$ cat src/rtl/stripe_scheduler.sv
// stripe_scheduler: sequences the DLL byte stream onto the x4 byte striper.
// One symbol leaves per clock with its lane, K flag and broadcast flag.
// Packets start on lane 0 and are padded with IDL to a 4-lane boundary.
// Optional COM+SKP ordered-set insertion is built when STRIPE_SKP_INSERT_EN
// is defined; without it BCAST and SKP_ACTIVE stay 0.
module stripe_scheduler #(
  parameter int         SKP_INTERVAL = 1180,
  parameter int         SKP_LEN      = 3,
  parameter logic [7:0] COM          = 8'hbc,
  parameter logic [7:0] SKP          = 8'h1c,
  parameter logic [7:0] IDL          = 8'h7c,
  parameter logic [7:0] FTS          = 8'h3c,
  parameter logic [7:0] EDB          = 8'hfe
) (
  input  logic       CLK,
  input  logic       RESET,
  input  logic       EN,
  input  logic       IN_VALID,
  input  logic [7:0] IN_DATA,
  input  logic       IN_K,
  input  logic       IN_LAST,
  output logic       IN_READY,
  output logic [7:0] D,
  output logic       DK,
  output logic [1:0] LANE_SEL,
  output logic       D_VALID,
  output logic       BCAST,
  output logic       GROUP_END,
  output logic       SKP_ACTIVE,
  output logic       ERROR_DLL
);

  typedef enum logic [2:0] {
    ST_OFF,
    ST_IDLE,
    ST_DATA,
    ST_PAD,
    ST_SKP_SYM
  } state_t;

  state_t     state_q, state_d;
  logic [1:0] lane_q, lane_d;
  logic [7:0] d_q, d_d;
  logic       dk_q, dk_d;
  logic [1:0] lane_sel_q, lane_sel_d;
  logic       d_valid_q, d_valid_d;
  logic       bcast_q, bcast_d;
  logic       group_end_q, group_end_d;
  logic       skp_active_q, skp_active_d;
  logic       error_q, error_d;

  logic       skp_pending;
  logic       accept;
  logic       lane_emit;
  logic [7:0] sym;
  logic       sym_k;
  logic       byte_bad;
  logic [7:0] byte_sym;
  logic       byte_k;

`ifdef STRIPE_SKP_INSERT_EN
  logic [15:0] skp_cnt_q, skp_cnt_d;
  logic        skp_pending_q, skp_pending_d;
  logic [2:0]  skp_left_q, skp_left_d;

  assign skp_pending = skp_pending_q;
`else
  // Interval and length only matter when ordered sets are inserted; within
  // their legal ranges this expression is constant 0.
  assign skp_pending = (SKP_INTERVAL == 0) && (SKP_LEN == 0);
`endif

  // DLL K-codes that collide with link-layer control symbols
  function automatic logic is_reserved(input logic k, input logic [7:0] b);
    return k && ((b == COM) || (b == SKP) || (b == IDL) || (b == FTS));
  endfunction

  // Ready depends only on state, lane and pending SKP so the DLL never loops
  // its valid back into our ready.
  assign IN_READY = (state_q == ST_DATA) ||
                    ((state_q == ST_IDLE) && (lane_q == 2'd0) && !skp_pending);
  assign accept   = IN_VALID && IN_READY;

  // Next-state, emitted symbol and SKP bookkeeping
  always_comb begin
    state_d      = state_q;
    lane_d       = lane_q;
    d_d          = 8'h00;
    dk_d         = 1'b0;
    lane_sel_d   = 2'd0;
    d_valid_d    = 1'b0;
    bcast_d      = 1'b0;
    group_end_d  = 1'b0;
    skp_active_d = 1'b0;
    error_d      = 1'b0;
    lane_emit    = 1'b0;
    sym          = IDL;
    sym_k        = 1'b1;
`ifdef STRIPE_SKP_INSERT_EN
    skp_cnt_d     = skp_cnt_q;
    skp_pending_d = skp_pending_q;
    skp_left_d    = skp_left_q;
`endif

    byte_bad = is_reserved(IN_K, IN_DATA);
    byte_sym = byte_bad ? EDB : IN_DATA;
    byte_k   = byte_bad | IN_K;

    case (state_q)
      ST_OFF: begin
        lane_d = 2'd0;
        if (EN) state_d = ST_IDLE;
      end
      ST_IDLE: begin
`ifdef STRIPE_SKP_INSERT_EN
        // The ordered set takes the lane-0 slot; COM goes out on this edge.
        if ((lane_q == 2'd0) && skp_pending_q) begin
          d_valid_d     = 1'b1;
          d_d           = COM;
          dk_d          = 1'b1;
          bcast_d       = 1'b1;
          group_end_d   = 1'b1;
          skp_active_d  = 1'b1;
          skp_pending_d = 1'b0;
          skp_left_d    = 3'(SKP_LEN);
          state_d       = ST_SKP_SYM;
        end else
`endif
        begin
          lane_emit = 1'b1;
          if (accept) begin
            sym     = byte_sym;
            sym_k   = byte_k;
            error_d = byte_bad;
            if (!IN_LAST)             state_d = ST_DATA;
            else if (lane_q == 2'd3)  state_d = ST_IDLE;
            else                      state_d = ST_PAD;
          end
        end
      end
      ST_DATA: begin
        // Missing bytes mid-packet become IDL filler on the current lane.
        lane_emit = 1'b1;
        if (accept) begin
          sym     = byte_sym;
          sym_k   = byte_k;
          error_d = byte_bad;
          if (IN_LAST) state_d = (lane_q == 2'd3) ? ST_IDLE : ST_PAD;
        end
      end
      ST_PAD: begin
        lane_emit = 1'b1;
        if (lane_q == 2'd3) state_d = ST_IDLE;
      end
`ifdef STRIPE_SKP_INSERT_EN
      ST_SKP_SYM: begin
        d_valid_d    = 1'b1;
        d_d          = SKP;
        dk_d         = 1'b1;
        bcast_d      = 1'b1;
        group_end_d  = 1'b1;
        skp_active_d = 1'b1;
        skp_left_d   = skp_left_q - 3'd1;
        if (skp_left_q == 3'd1) state_d = ST_IDLE;
      end
`endif
      default: begin
        state_d = ST_OFF;
        lane_d  = 2'd0;
      end
    endcase

    if (lane_emit) begin
      d_valid_d   = 1'b1;
      d_d         = sym;
      dk_d        = sym_k;
      lane_sel_d  = lane_q;
      group_end_d = (lane_q == 2'd3);
      lane_d      = lane_q + 2'd1;
    end

`ifdef STRIPE_SKP_INSERT_EN
    // A request landing while one is pending collapses into it.
    if (state_q != ST_OFF) begin
      if (skp_cnt_q == 16'(SKP_INTERVAL - 1)) begin
        skp_cnt_d     = 16'd0;
        skp_pending_d = 1'b1;
      end else begin
        skp_cnt_d = skp_cnt_q + 16'd1;
      end
    end
`endif

    // Link disable wins over everything and abandons any partial packet.
    if (!EN) begin
      state_d      = ST_OFF;
      lane_d       = 2'd0;
      d_d          = 8'h00;
      dk_d         = 1'b0;
      lane_sel_d   = 2'd0;
      d_valid_d    = 1'b0;
      bcast_d      = 1'b0;
      group_end_d  = 1'b0;
      skp_active_d = 1'b0;
      error_d      = 1'b0;
`ifdef STRIPE_SKP_INSERT_EN
      skp_cnt_d     = 16'd0;
      skp_pending_d = 1'b0;
      skp_left_d    = 3'd0;
`endif
    end
  end

  // State and registered outputs
  always_ff @(posedge CLK) begin
    if (RESET) begin
      state_q      <= ST_OFF;
      lane_q       <= 2'd0;
      d_q          <= 8'h00;
      dk_q         <= 1'b0;
      lane_sel_q   <= 2'd0;
      d_valid_q    <= 1'b0;
      bcast_q      <= 1'b0;
      group_end_q  <= 1'b0;
      skp_active_q <= 1'b0;
      error_q      <= 1'b0;
`ifdef STRIPE_SKP_INSERT_EN
      skp_cnt_q     <= 16'd0;
      skp_pending_q <= 1'b0;
      skp_left_q    <= 3'd0;
`endif
    end else begin
      state_q      <= state_d;
      lane_q       <= lane_d;
      d_q          <= d_d;
      dk_q         <= dk_d;
      lane_sel_q   <= lane_sel_d;
      d_valid_q    <= d_valid_d;
      bcast_q      <= bcast_d;
      group_end_q  <= group_end_d;
      skp_active_q <= skp_active_d;
      error_q      <= error_d;
`ifdef STRIPE_SKP_INSERT_EN
      skp_cnt_q     <= skp_cnt_d;
      skp_pending_q <= skp_pending_d;
      skp_left_q    <= skp_left_d;
`endif
    end
  end

  assign D          = d_q;
  assign DK         = dk_q;
  assign LANE_SEL   = lane_sel_q;
  assign D_VALID    = d_valid_q;
  assign BCAST      = bcast_q;
  assign GROUP_END  = group_end_q;
  assign SKP_ACTIVE = skp_active_q;
  assign ERROR_DLL  = error_q;

endmodule

$ cat config.mk
export PLATFORM = sky130hd
export DESIGN_NAME = stripe_scheduler
export DESIGN_NICKNAME = d
export VERILOG_FILES = /design/src/rtl/stripe_scheduler.sv
export SDC_FILE = /design/constraint.sdc
export NUM_CORES = 1
export LEC_CHECK = 0
export ABC_AREA = 1
export BUFFER_PORTS_ARGS = -buffer_cell sky130_fd_sc_hd__buf_2
export CELL_PAD_IN_SITES_DETAIL_PLACEMENT = 0
export CELL_PAD_IN_SITES_GLOBAL_PLACEMENT = 1
export CORE_ASPECT_RATIO = 1.2
export CORE_MARGIN = 2
export CORE_UTILIZATION = 35
export CTS_BUF_LIST = sky130_fd_sc_hd__clkbuf_8
export CTS_CLUSTER_SIZE = 20
export DETAILED_ROUTE_END_ITERATION = 7
export PLACE_DENSITY_LB_ADDON = 0.1
export SLEW_MARGIN = 30
export SYNTH_ARGS = -nofsm -noshare
export SYNTH_HDL_FRONTEND = slang
export SYNTH_SLANG_ARGS = --single-unit
$ cat constraint.sdc
create_clock -name CLK -period 1.4 [get_ports CLK]
set_input_delay 0.07 -clock CLK [delete_from_list [all_inputs] [get_ports CLK]]
set_output_delay 0.07 -clock CLK [all_outputs]
set_load 0.05 [all_outputs]
* Word-level counts from Yosys, hierarchy flattened
Index checks and enable logic that the tools add are counted.
** Storage, ports and cells
- Output and inout bits :: 17
- Register bits after elaboration :: 19
** Cells by class
- Reductions and logical operators :: 17
- Muxes and demuxes :: 16
- Bitwise logic cells :: 5
- Add/sub/neg operators :: 1
- Equal/unequal tests :: 13
** Operator list (count)
- $mux W7 :: 2
- $mux W3 :: 4
- $pmux W3 S4 :: 1
- $eq A8 B5 Y1 const B :: 1
- $eq A8 B6 Y1 const B :: 1
- $eq A8 B7 Y1 const B :: 1
- $eq A8 B8 Y1 const B :: 1
- $mux W2 :: 4
- $mux W8 :: 1
- $ne A2 B2 Y1 const B :: 4
- $eq A3 B2 Y1 const B :: 2
- $reduce_or A3 Y1 :: 2
- $reduce_or A6 Y1 :: 1
- $reduce_or A5 Y1 :: 1
- $logic_or A1 B1 Y1 :: 4
- $mux W1 :: 4
- $not A1 Y1 :: 4
- $reduce_and A4 Y1 :: 1
- $reduce_or A2 Y1 :: 2
- $reduce_or A4 Y1 :: 1
- $eq A3 B1 Y1 const B :: 1
- $logic_and A1 B1 Y1 :: 3
- $logic_not A3 Y1 :: 1
- $add A2 B1 Y2 const B :: 1
- 4 further kinds :: 4

* Depth between registers and ports, before layout
- Depth in word-level cells :: 8
- Depth in mapped cells :: 9
- Mapped depth without buffers :: 9

* Least setup slack after synthesis
No wires, ideal clock.
- Path type :: register to register
- Start point :: register state_q[0]
- End point :: register d_q[1], in the netlist D[1]
- Arrival :: 1.124 ns
- Setup slack :: 0.153 ns
- Clock period less this slack :: 1.247 ns
- Data required time :: 1.276 ns
- Stages on the path, launching flop included :: 8
- Buffers on the path :: 0
- Cells stage by stage :: dfxtp_1 -> inv_1 -> ha_1 -> inv_2 -> nand2_4 -> nand3_4 -> nand2b_4 -> a21oi_1
** Between the ends
- Word-level cells in the longest chain between the ends :: 6
- Elaborated cells on any way between the ends :: 13
- Those cells by class :: eq/ne (3); mux (1); bitwise (3); reduce/logical (6)
** RTL lines
- start: declaration :: RTL line 41 : state_t state_q, state_d;
- start signal: assignment :: RTL line 233 : state_q <= state_d;
- $eq A3 B1 Y1 :: RTL line 81 : ((state_q == ST_IDLE) && (lane_q == 2'd0) && !skp_pending);
- $logic_and A1 B1 Y1 :: RTL line 81
- $logic_or A1 B1 Y1 * :: RTL line 80 : assign IN_READY = (state_q == ST_DATA) ||
- net IN_READY :: RTL line 22 : output logic IN_READY,
- $logic_and A1 B1 Y1 * :: RTL line 82 : assign accept = IN_VALID && IN_READY;
- $not A1 Y1 (no line) *
- $reduce_or A5 Y1 (no line) *
- end signal: assignment :: RTL line 219 : d_q <= 8'h00;
- end signal: assignment :: RTL line 235 : d_q <= d_d;
- end: declaration :: RTL line 43 : logic [7:0] d_q, d_d;
The timed path passes the listed nets; every way through them passes the cells marked *.
A chain may end at the register's enable or synchronous reset.

* Worst setup path in the final report
- Start point :: register state_q[1]
- End point :: output port IN_READY
** Between the ends
- Word-level cells in the longest chain between the ends :: 3
- Elaborated cells on any way between the ends :: 4
- Those cells by class :: eq/ne (2); reduce/logical (2)
** RTL lines (RTL line)
- $eq A3 B1 Y1 :: 81
- $logic_and A1 B1 Y1 :: 81
- $logic_or A1 B1 Y1 * :: 80
- end: declaration :: 22
Every way passes the cells marked *; elsewhere a longest branch is shown, timed or not.

==> results by stage <==
Outcome:
- The run finished with clean final reports.

Worst setup path:
- Along the worst path, the maximum fanout reaches 3.
- The arrival time at the worst endpoint is 1.25 ns.
- The launch point of the worst path is state_q[1]$_SDFFE_PP0P_.
- The startpoint identified for the worst register-to-register timing path is state_q[1]$_SDFFE_PP0P_.
- The number of cells on the worst reg-to-reg path is 8.
- The setup path with the least slack is of type reg2out.
- For the worst setup path, the data required time is 1.33 ns.
- The worst setup path is captured at an output pin.
- The worst setup path is launched from a flop.

Clock tree:
- In this run, post-CTS repair resized a total of 0 instances.
- In this run the deepest clock path goes through 2 buffers.
- The number of buffers added by the clock tree synthesis step is 3.
- The count of clock tree sinks is 18.
- After clock tree synthesis, the clock-pin slew on the worst setup and hold paths is 0.07 ns.
- The clock reaches the later pin of the worst-skew pair after 0.25 ns.
- In this run the number of H-tree levels came out at 1.
- The number of post-CTS setup repair buffers is 0.
- The cell sitting at the root of the clock tree is a sky130_fd_sc_hd__clkbuf_8.
- The cts-stage hold buffer count is 0.
- The TritonCTS clock tree is built.

Floorplan:
- In this run the count of I/O pins placed on the die edge is 31.
- The core area is 2090 um2.
- The initial utilization of the core area, before any placement, comes to 0.372.
- The die span in y is 55.7 um.
- The number of rows in the core area is 18.
- The width of the die is 47.1 um.
- The overall die area is 2620 um2.

Synth:
- The number of different library cells in the post-synthesis netlist is 21.
- Of the total synthesized cell area, the portion taken by XOR and XNOR cells is 0.
- The cell area after synthesis is 779 um2.
- Yosys printed 0 warnings.
- The largest family of logic cells by synthesized area is simple AND/OR/NAND/NOR gates.
- The mean instance size in the synthesized netlist is 8.38 um2.
- The share of the Yosys chip area taken by registers is 0.462.
- Of the total synthesized cell area, the portion taken by full adders, half adders and majority gates is 0.0963.
- Of the total synthesized cell area, the portion taken by AND, OR, NAND and NOR gates is 0.228.
- Synthesis produced a netlist whose cell count is 93.
- The share of the synthesized area in compound gates (AO/OA/AOI/OAI) came to 0.0835.
- Measured against the total synthesized area, the mux share comes to 0.
- After synthesis the netlist holds a flip-flop and latch count of 18.

Final layout:
- In the layout the commonest cells are sky130_fd_sc_hd__buf_2 (27), sky130_fd_sc_hd__inv_1 (19), sky130_fd_sc_hd__dfxtp_1 (17), sky130_fd_sc_hd__nor2_1 (11), sky130_fd_sc_hd__nand2_1 (10).
- The commonest non-fill, non-tap cell in the layout is sky130_fd_sc_hd__buf_2.
- The area added between synthesis and finish is 27.1%.
- The antenna diode count is 0.
- The ratio of cells with drive above 1 in the final layout is 0.333.
- The summed area of non-filler cells in the final layout is 991 um2.
- The final standard cell utilization of the core is 0.473.
- After the last flow step, the layout net total stands at 145.

Route:
- The final routed wirelength across all metal layers is 1330 um.
- The detail route stage leaves a number of antenna-violating nets equal to 0.
- The number of DRC markers after the initial detailed-route iteration is 9.
- The first detailed-routing pass took 4 iterations.
- For this block, the via count after detailed routing is 624.
- The wire length per cell is 8.72 um.
- After detailed routing, the number of remaining DRC violations is 0.
- The detailed-route vias per instance is 4.08.

Place:
- The sum of net half-perimeters after detailed placement is 1100 um.
- The count of buffers added on input and output ports is 28.
- After detailed placement, the total cell area comes to 946 um2.
- The post-place setup slack is 0.131 ns.
- The congestion estimate from routability-driven global placement came to 0.810.

STA:
- After layout, the minimum clock period comes to 1.32 ns.
- On the final layout, the worst clock skew is 0.00340 ns.
- Static timing analysis puts the maximum clock frequency at 759 MHz.
- Across all setup checks in the final design, the least slack found is 0.0826 ns.
- Setup repair after global routing left no endpoint under its margin.
- Setup violations remaining at the end of the flow were counted as 0.
- The accumulated negative setup slack is 0 ns.
- Dividing the final minimum period by the clock period gives 0.941.
- The minimum hold slack is 0.0467 ns.
- The number of endpoints with negative hold slack in the final report was 0.
- The final number of max-transition violations is 0.

Power and ir drop:
- The power density over cell area is 1120 nW/um2.
- The worst-case IR drop observed on VDD is 0.594 mV.
- Summed over all cells, the static leakage comes to 0.559 nW.

Min path:
- The worst hold path stage count is 3.
- The origin of the worst min-delay path is IN_DATA[3].
- The class of the tightest hold or removal check is in2reg.

Flow run:
- Max-cap violations in this run came to 0.

Global route:
- The initial antenna violation count is 0.
- The via count of the first global-routing pass is 566.
- The first-pass GRT wire length is 2160 um.
- The total overflow left after global routing is 0.
- For this run, the total global-route usage over all layers was measured as 0.113.
- The maximum number of pins on one net before global-route repair is 10.
## worst max-delay path, stage by stage, from the launching register on
cell and delay, ns:
sky130_fd_sc_hd__dfxtp_1 0.36, sky130_fd_sc_hd__inv_1 0.09, sky130_fd_sc_hd__ha_1 0.22, sky130_fd_sc_hd__nand2_2 0.09
sky130_fd_sc_hd__nand2_4 0.06, sky130_fd_sc_hd__buf_4 0.18
## through the flow
step | power [mW] | instances
2_1_floorplan | 0.720 | 94
5_1_grt | 1.17 | 153
6_report | 1.11 | 153
3_5_place_dp | 0.769 | 150
4_1_cts | 1.12 | 153
3_3_place_gp | 0.769 | 150
## cell usage after synthesis
| cell type | count | share of area |
|---|---|---|
| sky130_fd_sc_hd__inv_1 | 19 | 0.091 |
| sky130_fd_sc_hd__dfxtp_1 | 18 | 0.46 |
| sky130_fd_sc_hd__nor2_1 | 11 | 0.053 |
| sky130_fd_sc_hd__nand2_1 | 10 | 0.048 |
| sky130_fd_sc_hd__a21oi_1 | 7 | 0.045 |
| sky130_fd_sc_hd__ha_1 | 6 | 0.096 |
| sky130_fd_sc_hd__o21ai_0 | 5 | 0.032 |
| sky130_fd_sc_hd__inv_2 | 3 | 0.014 |
| sky130_fd_sc_hd__buf_4 | 2 | 0.019 |
| sky130_fd_sc_hd__conb_1 | 1 | 0.0048 |
| sky130_fd_sc_hd__nand2_2 | 1 | 0.0080 |
| sky130_fd_sc_hd__nand2_4 | 1 | 0.014 |
| sky130_fd_sc_hd__nand2b_4 | 1 | 0.018 |
| sky130_fd_sc_hd__nand3_1 | 1 | 0.0064 |
| sky130_fd_sc_hd__nand3_4 | 1 | 0.022 |
| sky130_fd_sc_hd__nand3b_1 | 1 | 0.0096 |
| sky130_fd_sc_hd__nand4_1 | 1 | 0.0080 |
| sky130_fd_sc_hd__nor2_2 | 1 | 0.0080 |
| sky130_fd_sc_hd__nor2_8 | 1 | 0.026 |
| sky130_fd_sc_hd__nor3_1 | 1 | 0.0064 |
| sky130_fd_sc_hd__o21ai_1 | 1 | 0.0064 |
## where the power goes
group	switching (mW)	internal, mW
Sequential	0.00779	0.531
Combinational	0.152	0.0671
Clock	0.159	0.191
Total	0.319	0.789
## cell families (layout without fill, tap and decap cells)
kind of cell               after synthesis  after routing
and+or+nand+nor                         31             31
buffers and inverters                   24             53
DFF                                     18             18
AOI/OAI and AO/OA                       13             13
adders and majority gates                6              6
other                                    1              2
## registers in the layout, summed over array words and instances, names as in the netlist
register	count
D	8
DK	1
D_VALID	1
state_q	2
lane_q	2
LANE_SEL	2
ERROR_DLL	1
GROUP_END	1
## area by class of cell
class                   count  area [um2]
repair buffers             28         143
well taps                  30        37.5
flip-flops and latches     18         362
clock buffers               3        41.3
fillers                   233        1100
inverters                  22        82.6
multi-input cells          52         325
## metal layers
metal,part of all wire,track usage
met4,0.0090,0.0595
met2,0.52,0.184
met5,0,0
met1,0.42,0.128
met3,0.055,0.0292
## worst paths after layout
path | to | slack (ns)
max reg2reg | state_q[1]$_SDFFE_PP0P_ | 0.16
min reg2reg | lane_q[0]$_SDFF_PP0_ | 0.45
min | D[3]$_SDFF_PP0_ | 0.05
max | IN_READY | 0.08
(Power assumes the default switching activity.)
